**src/rtl/mem_arbiter_pkg.sv**
```systemverilog
// ============================================================================
// mem_arbiter_pkg : owner encoding and RAM-port widths for the RAM arbiter
// Revision 1.0
// ============================================================================
`default_nettype none

package mem_arbiter_pkg;

  localparam int ADDR_W = 16;
  localparam int DATA_W = 16;

  typedef enum logic [1:0] {
    IDLE = 2'd0,
    GC   = 2'd1,
    GD   = 2'd2
  } owner_e;

  // Counter must hold MAX_BURST-1 with headroom so it can saturate, not wrap.
  function automatic int burst_cnt_w(input int max_burst);
    return $clog2(max_burst) + 1;
  endfunction

endpackage

`default_nettype wire

```
**src/rtl/mem_arb_mux.sv**
```systemverilog
// ============================================================================
// mem_arb_mux : combinational RAM-port select and acknowledge decode by owner
// Revision 1.0
// ============================================================================
`default_nettype none

module mem_arb_mux
  import mem_arbiter_pkg::*;
(
  input  owner_e            owner,
  input  logic [ADDR_W-1:0] c_addr,
  input  logic              c_we,
  input  logic              c_byte,
  input  logic [DATA_W-1:0] c_wdata,
  input  logic [ADDR_W-1:0] d_addr,
  input  logic              d_we,
  input  logic              d_byte,
  input  logic [DATA_W-1:0] d_wdata,
  output logic [ADDR_W-1:0] ram_addr,
  output logic              ram_we,
  output logic              ram_byte,
  output logic [DATA_W-1:0] ram_din,
  output logic              c_ack,
  output logic              d_ack
);

  always_comb begin
    ram_addr = '0;
    ram_we   = 1'b0;
    ram_byte = 1'b0;
    ram_din  = '0;
    c_ack    = 1'b0;
    d_ack    = 1'b0;
    case (owner)
      GC: begin
        ram_addr = c_addr;
        ram_we   = c_we;
        ram_byte = c_byte;
        ram_din  = c_wdata;
        c_ack    = 1'b1;
      end
      GD: begin
        ram_addr = d_addr;
        ram_we   = d_we;
        ram_byte = d_byte;
        ram_din  = d_wdata;
        d_ack    = 1'b1;
      end
      default: ;
    endcase
  end

endmodule

`default_nettype wire

```
**src/rtl/mem_arbiter.sv**
```systemverilog
// ============================================================================
// mem_arbiter : single-port RAM arbiter between CPU (C) and DMA (D) with
//               bounded D burst locking
// Revision 1.0
// ============================================================================
`default_nettype none

module mem_arbiter
  import mem_arbiter_pkg::*;
#(
  parameter int MAX_BURST = 4,
  parameter int D_FIRST   = 1
) (
  input  logic              clk,
  input  logic              reset,
  input  logic              c_req,
  input  logic [ADDR_W-1:0] c_addr,
  input  logic              c_we,
  input  logic              c_byte,
  input  logic [DATA_W-1:0] c_wdata,
  output logic              c_ack,
  output logic              c_wait,
  input  logic              d_req,
  input  logic              d_lock,
  input  logic [ADDR_W-1:0] d_addr,
  input  logic              d_we,
  input  logic              d_byte,
  input  logic [DATA_W-1:0] d_wdata,
  output logic              d_ack,
  output logic [DATA_W-1:0] rdata,
  output logic [ADDR_W-1:0] ram_addr,
  output logic              ram_we,
  output logic              ram_byte,
  output logic [DATA_W-1:0] ram_din,
  input  logic [DATA_W-1:0] ram_dout
);

  localparam int               CNT_W    = burst_cnt_w(MAX_BURST);
  localparam logic [CNT_W-1:0] CNT_LAST = CNT_W'(MAX_BURST - 1);

  owner_e           owner_q, owner_d;
  logic [CNT_W-1:0] burst_cnt_q, burst_cnt_d;
  logic             mux_we;

  always_ff @(posedge clk) begin
    if (reset) begin
      owner_q     <= IDLE;
      burst_cnt_q <= '0;
    end else begin
      owner_q     <= owner_d;
      burst_cnt_q <= burst_cnt_d;
    end
  end

  // The owner's own req during its ack cycle still names the current access,
  // so it only matters for a locked D burst.
  always_comb begin
    owner_d     = IDLE;
    burst_cnt_d = '0;
    case (owner_q)
      IDLE: begin
        if (c_req && d_req)
          owner_d = (D_FIRST != 0) ? GD : GC;
        else if (c_req)
          owner_d = GC;
        else if (d_req)
          owner_d = GD;
      end
      GC: begin
        if (d_req)
          owner_d = GD;
      end
      GD: begin
        if (d_lock && d_req) begin
          if (c_req && (burst_cnt_q == CNT_LAST)) begin
            owner_d = GC;
          end else begin
            owner_d = GD;
            // Only count while C is actually waiting; saturate rather than wrap.
            if (c_req)
              burst_cnt_d = (&burst_cnt_q) ? burst_cnt_q : burst_cnt_q + CNT_W'(1);
          end
        end else if (c_req) begin
          owner_d = GC;
        end
      end
      default: owner_d = IDLE;
    endcase
  end

  mem_arb_mux u_mux (
    .owner    (owner_q),
    .c_addr   (c_addr),
    .c_we     (c_we),
    .c_byte   (c_byte),
    .c_wdata  (c_wdata),
    .d_addr   (d_addr),
    .d_we     (d_we),
    .d_byte   (d_byte),
    .d_wdata  (d_wdata),
    .ram_addr (ram_addr),
    .ram_we   (mux_we),
    .ram_byte (ram_byte),
    .ram_din  (ram_din),
    .c_ack    (c_ack),
    .d_ack    (d_ack)
  );

  // A reset landing on an ack cycle abandons the access, so its write must not commit.
  assign ram_we = mux_we & ~reset;
  assign c_wait = c_req & ~c_ack;
  assign rdata  = ram_dout;

endmodule

`default_nettype wire
```
**config.mk**
```make
export PLATFORM = sky130hd
export DESIGN_NAME = mem_arbiter
export DESIGN_NICKNAME = d
export VERILOG_FILES = /design/src/rtl/mem_arbiter_pkg.sv /design/src/rtl/mem_arb_mux.sv /design/src/rtl/mem_arbiter.sv
export SDC_FILE = /design/constraint.sdc
export NUM_CORES = 1
export LEC_CHECK = 0
export ABC_AREA = 1
export BUFFER_PORTS_ARGS = -buffer_cell sky130_fd_sc_hd__clkbuf_2
export CORE_ASPECT_RATIO = 1.1
export CORE_UTILIZATION = 29
export CTS_BUF_LIST = sky130_fd_sc_hd__clkbuf_4
export CTS_CLUSTER_DIAMETER = 100
export CTS_CLUSTER_SIZE = 16
export DETAILED_ROUTE_END_ITERATION = 6
export PLACE_DENSITY = 0.77
export SETUP_SLACK_MARGIN = 0.02
export SLEW_MARGIN = 40
export SYNTH_ARGS = -nofsm -noshare
export SYNTH_HDL_FRONTEND = slang
export SYNTH_SLANG_ARGS = --single-unit
```
**constraint.sdc**
```tcl
create_clock -name clk -period 1.2 [get_ports clk]
set_input_delay 0.12 -clock clk [delete_from_list [all_inputs] [get_ports clk]]
set_output_delay 0.12 -clock clk [all_outputs]
set_load 0.01 [all_outputs]
```
Word level (Yosys, flattened, before mapping):

Index checks and enable logic that the tools add are counted.

* reduce and logical (&&, ||, !) cells: 6
* add/subtract/negate cells: 1
* eq/ne operators: 3
* bitwise gates (word level): 7
* muxes and demuxes: 13

Operators by type and width (count)
* $pmux W16 S2: 2
* $mux W2: 5
* $pmux W2 S3: 1
* $not A1 Y1: 5
* $reduce_or A5 Y1: 1
* $pmux W1 S2: 2
* $add A3 B1 Y3 const B: 1
* $eq A3 B2 Y1 const B: 1
* $logic_and A1 B1 Y1: 3
* $mux W1: 3
* $reduce_and A3 Y1: 1
* $and A1 B1 Y1: 2
* $eq A2 B1 Y1 const B: 1
* $eq A2 B2 Y1 const B: 1
* $logic_not A2 Y1: 1

* input port bits: 89
* output and inout port bits: 53
* bits in registers: 5
* logic and storage cells: 32

Longest topological paths before layout:

* depth after elaboration: 5
* gate-level depth with buffers: 7
* gate-level depth less buffers: 7

By module:

A second synthesis with hierarchy kept.

* cell total of the unflattened synthesis: 173
* area, all modules: 1029.7 um^2

By module, submodules not included
* mem_arb_mux: sequential area each 0.0 um^2, instances 1, cells an instance 119, area each 629.4 um^2
* mem_arbiter: sequential area each 100.1 um^2, instances 1, cells an instance 54, area each 400.4 um^2

Worst setup path before layout:

No wires, ideal clock.

* path kind: register to output
* start: reg owner_q[0]
* end: out ram_addr[11]
* stages on the path, launching flop included: 6
* buffers on the path: 1
* required time: 1080 ps
* path slack: -61 ps
* arrival time: 1141 ps
* cells stage by stage: dfxtp_1 inv_1 ha_1 inv_1 buf_2 a21oi_1

* longest elaborated chain between the ends: 2
* elaborated cells on any way between the ends: 3
* those cells by class: eq/ne: 2; mux: 1

RTL lines
* from (decl): RTL line mem_arbiter.sv:41 `owner_e owner_q, owner_d;`
* from (signal assigned): RTL line mem_arbiter.sv:50 `owner_q <= owner_d;`
* $eq A2 B2 Y1 / $eq A2 B1 Y1 (equally long branches): RTL line mem_arb_mux.sv:34 `case (owner)`
* $pmux W16 S2 (*): RTL line mem_arb_mux.sv:34
* to (decl): RTL line mem_arbiter.sv:31 `output logic [ADDR_W-1:0] ram_addr,`

Every way passes the cells marked *; elsewhere a longest branch is shown, timed or not.

Final worst setup path:

* start: reg owner_q[0]
* end: out ram_din[14]

* longest elaborated chain between the ends: 2
* elaborated cells on any way between the ends: 3
* those cells by class: eq/ne: 2; mux: 1

RTL lines
* $eq A2 B2 Y1 / $eq A2 B1 Y1 (equally long branches): RTL line mem_arb_mux.sv:34
* $pmux W16 S2 (*): RTL line mem_arb_mux.sv:34
* to (decl): RTL line mem_arbiter.sv:34 `output logic [DATA_W-1:0] ram_din,`

Marked as above.

==> impl_metrics.ini <==
[grt]
grt_pass1_vias = 1236
grt_pass1_wl_um = 5030
antenna_found_initial = 0
grt_overflow_total = 0
grt_usage_pct = 16.5
grt_max_degree = 20

[detailed_routing]
vias_per_cell = 4.42
totalWireLength_um = 3530
drtAntennaViolNets = 0
firstDrtPassIters = 2
vias = 1462
drc = 0
routedWlPerCell_um = 10.7
dr.first_iter.drc_count = 31

[cts]
cts_tree = done
cts_max_level = 1
cts_hold_buf = 0
clkLatencyLatePin_ps = 250
clockRootBuffer = clkbuf_4
cts_buffers = 3
clock_sinks = 5
clkTransAtPathRegs_ps = 50
cts.path.max_buffers = 2

[pwr]
peakVddDrop_mv = 0.527
finalPower_mw = 1.15
power-per-cell-area_nw_per_um2 = 547
p_leak_nw = 0.963

[setup_path]
r2r_slack_ps = 0
cp_data_required_time_ps = 1080
worstSetupStartpointType = flip-flop
cp_max_fo = 7
cp-end-kind = output pin
rr_endpoint = owner_q[1]
cp_cell_sequence = inv_2 -> ha_4 -> inv_6 -> buf_12 -> a21oi_4 -> buf_2
critPathSlowestCell = dfxtp_4
rr_worst_depth = 8
arrival_ps = 1400
critPathKind = reg -> out
critPathMaxStageDelay_ps = 350
regToRegStartpoint = owner_q[0]

[timing]
hold_viol = 0
fin_crit_ps = 1520
tns_ps = -10640
rsz0062_at_grt = yes
slew_violations = 0
setup_viol = 38
tightest_slew_ps = 131
fmax_mhz = 656
post-route-period-util_pct = 127
fin_ws_ps = -324
fin_skew_ps = 8.31
slew_headroom_pct = 91.2

[outcome]
violations = negative setup slack
outcome = complete, but fails checks

[floorplan]
dieArea_um2 = 3950
num_rows = 22
start_util_pct = 31.2
die_height_um = 65.9
num_io_pins = 142
core_um2 = 3440
die_w_um = 60.0

[synthesis]
yosysSeqAreaShare_pct = 9.31
ys_ff_latch = 5
synth_area_um2 = 1070
syn_nets = 273
avgSynthCellArea_um2 = 6.07
yosys_warnings = 0
netlist-cell-type-count = 16
synthCells = 177

[worst_hold_path]
hp-start = c_req
min_to = owner_q[0]
hold_depth = 3
hold_class = in -> reg

[place]
dpl.cell_count = 318
portBuffers = 109
dp_slack_ps = -95.5
finalWeightedCongestion = 0.678
dp_hpwl_um = 2790

[layout]
final_cell_mix = 77 x clkbuf_2, 66 x nand2_1, 23 x buf_2
num-fill-cells = 313
fin_util_pct = 61.1
drive_gt1_share_pct = 67.5
final_common_cell = clkbuf_2
fin_cells = 331
area_growth_syn_to_layout_pct = 95.7
diodes = 0
nets = 380

[run]
maxCapViolCount = 0
-- final cells by class --
class / count / area, µm² / area share [%]
multi-input combinational: 134 / 955 / 45.4
timing repair buffer: 129 / 902 / 42.9
sequential: 5 / 108 / 5.12
tap: 48 / 60.1 / 2.86
inverter: 11 / 48.8 / 2.32
clock buffer: 4 / 30.0 / 1.43
-- repair_timing --
action | CTS | global route
endpoints found under the hold margin | 0 | 0
setup buffers | 4 | 2
pin swaps | 2 | 5
endpoints found under the setup margin | 40 | 41
gates cloned | 2 | 1
gates resized for setup | 15 | 55
-- per-layer routing --
metal / vias up / GRT usage [%] / part of all wire, %
li1: 752 / - / -
met1: 638 / 15.9 / 38
met2: 69 / 33.9 / 52
met3: 3 / 4.11 / 9.5
met4: 0 / 2.91 / 0.54
met5: - / 0 / 0
-- registers in the layout, indices dropped and copies added, names as in the netlist --
name         flops
owner_q          2
burst_cnt_q      3
-- worst max-delay path, delay by kind of cell, from the launching register on --
kind / cells / cell delay [ps]
adder cells (fa/ha/maj): 1 / 290
buffers and inverters: 4 / 420
AO/OA/AOI/OAI: 1 / 100
flip-flops: 1 / 350
-- power by group --
| part | total (mW) | switching [mW] | leakage [nW] | internal, mW |
|---|---|---|---|---|
| registers | 0.176 | 0.00540 | 0.0420 | 0.171 |
| clock network | 0.224 | 0.0753 | 0.0184 | 0.149 |
| logic | 0.750 | 0.361 | 0.903 | 0.389 |
-- per-stage QoR --
stage / area [µm²] / hold slack [ps]
2_1_floorplan: 1320 / 253
3_3_place_gp: 1800 / 240
3_5_place_dp: 1800 / 240
4_1_cts: 1960 / 109
5_1_grt: 2100 / 128
6_report: 2100 / 118
-- cell usage after synthesis, drive strengths merged --
master  number  share of area (%)
dfxtp        5                9.3
inv         11                3.8
xor2         1               0.82
buf         27                 22
ha           7                8.1
nand3        3                2.6
nor2        12                4.9
a21oi       37                 22
nand2       74                 26
-- worst max-delay path by stage --
stage | start | to | slack, ps | depth (start not counted)
6_report | owner_q[0] | ram_din[14] | -320 | 6
5_1_grt | owner_q[1] | ram_addr[9] | -390 | 6
4_1_cts | owner_q[0] | ram_din[14] | -340 | 6
3_5_place_dp | owner_q[1] | ram_din[14] | -100 | 6
3_3_place_gp | owner_q[1] | ram_addr[8] | -70 | 6
2_1_floorplan | owner_q[0] | ram_byte | 20 | 6
-- cell families after synthesis --
| kind of cell | share of synthesized area, % |
|---|---|
| simple gates | 33.5 |
| xor+xnor | 0.815 |
| fa+ha+maj | 8.15 |
| compound gates | 22.1 |
| flops | 9.31 |
| buf+inv | 26.1 |
Note: power is estimated with default switching activity, not from simulation.
